$ cat config.mk
export PLATFORM = sky130hd
export DESIGN_NAME = pwm_decoder
export DESIGN_NICKNAME = d
export VERILOG_FILES = /design/src/rtl/pwm_pkg.sv /design/src/rtl/pwm_sync_edge.sv /design/src/rtl/pwm_decoder.sv
export SDC_FILE = /design/constraint.sdc
export NUM_CORES = 1
export LEC_CHECK = 0
export ABC_AREA = 1
export CORE_MARGIN = 2
export CORE_UTILIZATION = 45
export DETAILED_ROUTE_END_ITERATION = 10
export PLACE_DENSITY_LB_ADDON = 0.15
export SYNTH_ARGS = -nofsm -noshare
export SYNTH_HDL_FRONTEND = slang
export SYNTH_SLANG_ARGS = --single-unit
$ cat constraint.sdc
create_clock -name clk -period 1.7 [get_ports clk]
set_input_delay 0.34 -clock clk [delete_from_list [all_inputs] [get_ports clk]]
set_output_delay 0.34 -clock clk [all_outputs]
set_load 0.05 [all_outputs]
$ cat src/rtl/pwm_pkg.sv
// Shared PWM constants, decoder state encoding and the duty rounding helper.
// Used by both the PWM generator and the decoder.
package pwm_pkg;

  localparam int PWM_PERIOD = 131072;
  localparam int PWM_SHIFT  = 9;
  localparam int PWM_TOL    = 4;
  localparam int CNT_W      = 18;

  typedef enum logic [1:0] {
    IDLE = 2'd0,
    HIGH = 2'd1,
    LOW  = 2'd2
  } pwm_state_e;

  // The generator emits code*2^shift + 1 high cycles.
  // Drop the extra cycle, round to nearest, clip to 8 bits.
  function automatic logic [7:0] duty_code(input logic [CNT_W-1:0] hi, input int shift);
    logic [CNT_W:0] round_c;
    logic [CNT_W:0] sum;
    logic [CNT_W:0] quo;
    round_c = (CNT_W+1)'(1) << (shift - 1);
    sum     = {1'b0, hi} + round_c - (CNT_W+1)'(1);
    quo     = sum >> shift;
    return (quo > (CNT_W+1)'(255)) ? 8'hFF : quo[7:0];
  endfunction

endpackage

$ cat src/rtl/pwm_sync_edge.sv
// Two-flop synchronizer for the PWM input with registered rise/fall pulses.
// Edge detection is held off until the delayed copy holds post-reset data.
module pwm_sync_edge
  import pwm_pkg::*;
(
  input  logic clk,
  input  logic rst,
  input  logic din,
  output logic rise,
  output logic fall
);

  logic [2:0] sr_reg;
  logic [1:0] warm_reg;
  logic       rise_reg;
  logic       fall_reg;
  logic       sync_v;
  logic       sync_d;

  genvar gi;
  generate
    for (gi = 0; gi < 3; gi++) begin : g_stage
      always_ff @(posedge clk) begin
        if (rst)
          sr_reg[gi] <= 1'b0;
        else if (gi == 0)
          sr_reg[gi] <= din;
        else
          sr_reg[gi] <= sr_reg[gi-1];
      end
    end
  endgenerate

  assign sync_v = sr_reg[1];
  assign sync_d = sr_reg[2];

  // Without the warm-up gate a level already high at reset release looks like a rise.
  always_ff @(posedge clk) begin
    if (rst) begin
      warm_reg <= 2'd0;
      rise_reg <= 1'b0;
      fall_reg <= 1'b0;
    end else begin
      if (warm_reg != 2'd3)
        warm_reg <= warm_reg + 2'd1;
      rise_reg <= (warm_reg == 2'd3) && sync_v && !sync_d;
      fall_reg <= (warm_reg == 2'd3) && !sync_v && sync_d;
    end
  end

  assign rise = rise_reg;
  assign fall = fall_reg;

endmodule

$ cat src/rtl/pwm_decoder.sv
// PWM duty decoder: measures high time and frame length between rises,
// validates the frame length and reports an 8-bit duty code.
module pwm_decoder
  import pwm_pkg::*;
#(
  parameter int PERIOD = PWM_PERIOD,
  parameter int SHIFT  = PWM_SHIFT,
  parameter int TOL    = PWM_TOL
) (
  input  logic       clk,
  input  logic       rst,
  input  logic       pwm_in,
  output logic [7:0] duty_out,
  output logic       duty_valid,
  output logic       locked,
  output logic       err
);

  localparam logic [CNT_W-1:0] MIN_LEN = CNT_W'(PERIOD - TOL);
  localparam logic [CNT_W-1:0] MAX_LEN = CNT_W'(PERIOD + TOL);
  localparam logic [CNT_W-1:0] TIMEOUT = CNT_W'(PERIOD + TOL + 1);

  logic rise;
  logic fall;

  pwm_state_e       state_reg, state_next;
  logic [CNT_W-1:0] hi_reg, hi_next;
  logic [CNT_W-1:0] per_reg, per_next;
  logic [7:0]       duty_reg, duty_next;
  logic             dv_reg, dv_next;
  logic             err_reg, err_next;
  logic             locked_reg, locked_next;

  pwm_sync_edge u_sync (
    .clk  (clk),
    .rst  (rst),
    .din  (pwm_in),
    .rise (rise),
    .fall (fall)
  );

  always_ff @(posedge clk) begin
    if (rst) begin
      state_reg  <= IDLE;
      hi_reg     <= '0;
      per_reg    <= '0;
      duty_reg   <= 8'h00;
      dv_reg     <= 1'b0;
      err_reg    <= 1'b0;
      locked_reg <= 1'b0;
    end else begin
      state_reg  <= state_next;
      hi_reg     <= hi_next;
      per_reg    <= per_next;
      duty_reg   <= duty_next;
      dv_reg     <= dv_next;
      err_reg    <= err_next;
      locked_reg <= locked_next;
    end
  end

  always_comb begin
    state_next  = state_reg;
    hi_next     = hi_reg;
    per_next    = per_reg;
    duty_next   = duty_reg;
    dv_next     = 1'b0;
    err_next    = 1'b0;
    locked_next = locked_reg;
    case (state_reg)
      IDLE: begin
        if (rise) begin
          state_next = HIGH;
          hi_next    = CNT_W'(1);
          per_next   = CNT_W'(1);
        end
      end
      HIGH, LOW: begin
        if (state_reg == LOW && rise) begin
          if (per_reg >= MIN_LEN && per_reg <= MAX_LEN) begin
            duty_next   = duty_code(hi_reg, SHIFT);
            dv_next     = 1'b1;
            locked_next = 1'b1;
          end else begin
            err_next    = 1'b1;
            locked_next = 1'b0;
          end
          // The closing rise opens the next frame immediately.
          state_next = HIGH;
          hi_next    = CNT_W'(1);
          per_next   = CNT_W'(1);
        end else if (per_reg == TIMEOUT) begin
          err_next    = 1'b1;
          locked_next = 1'b0;
          state_next  = IDLE;
          hi_next     = '0;
          per_next    = '0;
        end else begin
          per_next = per_reg + 1'b1;
          if (state_reg == HIGH) begin
            if (fall)
              state_next = LOW;
            else
              hi_next = hi_reg + 1'b1;
          end
        end
      end
      default: state_next = IDLE;
    endcase
  end

  assign duty_out   = duty_reg;
  assign duty_valid = dv_reg;
  assign err        = err_reg;
  assign locked     = locked_reg;

endmodule
==> impl_metrics.csv, run 1 <==
group,metric,value,unit
placed_design,place_congestion,0.890,
yosys,ys.flop_type,"dfxtp_1",
finish,fin_cells,668,
drt,drcViolationCount,0,
clock_network,clk_latency,0.32,ns
finish,n_antenna_cell,0,
yosys,ys_top_cells_by_area,"dfxtp_1, nand2_1, nor2_1",
sta,rsz0062_at_grt,"yes",
finish,synthToLayoutAreaGrowth,29.7,%
die,pin_count,14,
pwr,p_sw_share,27.3,%
finish,fin_nets,580,
critical_path,regToRegSetupSlack,0.04,ns
pwr,totalPowerFinal,2940,uW
yosys,syn-cell-area,3300,um2
critical_path,r2r_start,"state_reg[1]",
pwr,combPwrFrac,20.9,%
yosys,syn_nets,512,
drt,drt_iter0_markers,126,
grt,grt_pass1_wl,12500,um
yosys,synthesis.instances,500,
critical_path,crit_chain,"inv_2 -> ha_4 -> inv_4 -> nor2_4 -> nand2_2 -> nand2_2 -> nand2_2 -> buf_12 -> o21bai_1 -> a21oi_1",
critical_path,timing_worst_setup_path_type,"reg -> reg",
drt,viasPerCell,4.86,
clock_network,cts.sinks,56,
pwr,cellLeakagePower,0.00181,uW
sta,slew_viol_final,0,
clock_network,hold_buffers,0,
die,initial_core_util,46.1,%
clock_network,htreeDepth,2,
flow_run,drv_cap,0,
die,rows,31,
yosys,synth_area_per_cell,6.61,um2
clock_network,clockBufferDepth,2,
finish,fillCellCount,703,
drt,final_antenna_net_count,0,
clock_network,cts_root_buf,"clkbuf_8",
yosys,ys_types,37,
critical_path,worstSetupStartpointType,"flop",
drt,route.detailed.wl_per_inst,12.2,um
die,die_h,89.7,um
drt,first_pass_iters,4,
clock_network,cts_buffers,5,
critical_path,reg2reg_depth,10,
hold_path,min_from,"u_sync.sr_reg[0]",
sta,slew_headroom,73.1,%
critical_path,cpMostUsedCell,"nand2_2",
critical_path,cp-end-kind,"flop",
yosys,yosysTopAreaCellShare,33.9,%
critical_path,cp_slowest_cell,"dfxtp_2",
status,outcome,"completed",
yosys,yosys.area.top_type,"dfxtp_1",
clock_network,path_clk_slew,0.10,ns
finish,fin_util,59.7,%
grt,grt_use_total,19.7,%
placed_design,dpl_worst_slack,-0.132,ns
die,die_area,8040,um2
sta,clock.fmax,601,MHz
pwr,clockPowerShare,32.8,%
pwr,vdd_ir_drop_max,0.304,mV
sta,hold_violations,0,
yosys,ys_ff_latch,56,
pwr,power.density,686,nW/um2
pwr,p_int,2140,uW
sta,fin_crit_sh,97.8,%
grt,grt_max_degree,21,
yosys,synth-edff-count,0,
sta,setup-tns-final,0,ns
die,die_w,89.7,um
sta,worstMarginPinSlew,0.400,ns
drt,vias,3246,
pwr,power.switching,802,uW
critical_path,cp-startpoint,"state_reg[1]",
placed_design,dp_hpwl,5650,um
hold_path,whs_path_depth,2,
grt,grt_overflow_total,0,
yosys,seq_area_frac_synth,33.9,%
sta,fin_skew,0.00811,ns
sta,setup_violations,0,
grt,antenna_found_initial,0,
sta,setup_slack,0.0374,ns
hold_path,timing.hold.worst.class,"reg -> reg",
critical_path,required,1.96,ns
placed_design,io_buffers,13,
pwr,seq_power_share,46.3,%
critical_path,slowest_delay,0.37,ns
yosys,synth.yosys.warnings,0,
grt,grt_pass1_vias,2834,
drt,wl,8160,um
placed_design,place_inst,640,
clock_network,cts_tree,"built",
sta,post-route-min-period,1.66,ns
yosys,async_flop_share,0,%
die,core,7180,um2
critical_path,cp.arrival,1.92,ns
critical_path,worst-path-max-fanout,14,
finish,drive_gt1_share,30.8,%
==> repair_timing <==
action	4_1_cts	5_1_grt
gates resized for setup	13	62
setup endpoints to repair	23	44
pin swaps	8	22
setup buffers	9	10
cloned	0	2
==> path summary, 6_finish.rpt <==
check | end
setup / recovery | per_reg[15]
hold / removal | u_sync.sync_v
setup reg to reg | per_reg[15]
hold reg to reg | u_sync.sync_v
==> metal layers <==
metal	GRT usage, %	wire length (um)	vias up
met1	27.5	3890	1478
met3	3.56	273	9
met4	6.11	103	0
li1	-	-	1718
met2	31.0	3890	41
met5	0	0	-
==> critical path, delay by kind of cell (launching register included) <==
| kind | cells | cell delay, ns |
|---|---|---|
| buf+inv | 3 | 0.25 |
| flops | 1 | 0.37 |
| compound gates | 2 | 0.26 |
| simple gates | 4 | 0.43 |
| fa+ha+maj | 1 | 0.29 |
==> cell usage in the layout (no fill, tap or decap), types with 3 or more instances in the layout <==
master,count
a21oi_1,18
ha_1,6
nor2_1,72
nand3_2,7
nand4_1,11
nor4_1,3
nand2_4,3
o21ai_0,7
nor2_2,12
xnor2_1,3
nand2_1,111
inv_2,9
inv_4,4
buf_4,63
inv_1,58
nor2_4,13
o21bai_1,3
nand2_2,14
o21ai_1,5
nand3_1,25
nor3_2,4
nor3_1,17
dfxtp_1,40
dfxtp_2,16
xor2_1,8
clkbuf_8,7
==> power groups by stage <==
stage          registers [uW]  clock network (uW)  logic [uW]
4_1_cts                  1360                 989         504
5_1_grt                  1360                1050         662
3_3_place_gp             1390                   0         455
3_5_place_dp             1390                   0         462
2_1_floorplan            1380                   0         286
6_report                 1360                 965         614
==> cells by family (layout without fill, tap and decap cells) <==
| family | Yosys count | count (layout) | synth area share [%] |
|---|---|---|---|
| buf+inv | 82 | 149 | 10.5 |
| xor+xnor | 11 | 11 | 2.92 |
| flops | 56 | 56 | 33.9 |
| compound gates | 41 | 41 | 6.93 |
| simple gates | 301 | 303 | 42.3 |
| fa+ha+maj | 9 | 9 | 3.41 |
==> cell usage after synthesis (8+ instances only) <==
master   number
inv_1        64
nand4_1      11
ha_1          9
nor2_1       82
dfxtp_1      56
nor3_1       20
nor2_2        9
xor2_1        8
nand2_1     122
nand3_1      29
a21oi_1      19
==> cell type report <==
cell class	instances	area (um2)	area share, %
flip-flops and latches	56	1140	26.6
multi-input cells	364	2060	48.0
inverters	72	284	6.63
clock buffers	7	96.3	2.25
well taps	99	124	2.89
clock inverters	1	30.0	0.701
repair buffers	69	556	13.0
==> metrics by stage <==
step	hold WS (ns)	instance area [um2]
final	0.410	4290
after global routing	0.432	4290
after CTS	0.414	4000
after detailed placement	0.399	3770
after global placement	0.395	3770
after floorplan	0.388	3300
(Power assumes the default switching activity.)
==> run 2, diff against run 1 <==
--- a/config.mk
+++ b/config.mk
@@ -8,6 +8,7 @@
 export ABC_AREA = 1
 export CORE_MARGIN = 2
 export CORE_UTILIZATION = 45
+export CTS_CLUSTER_SIZE = 30
 export DETAILED_ROUTE_END_ITERATION = 10
 export PLACE_DENSITY_LB_ADDON = 0.15
 export SYNTH_ARGS = -nofsm -noshare
==> results of run 2 <==
Same layout as run 1: the final DEF is identical, and so are final timing and power.
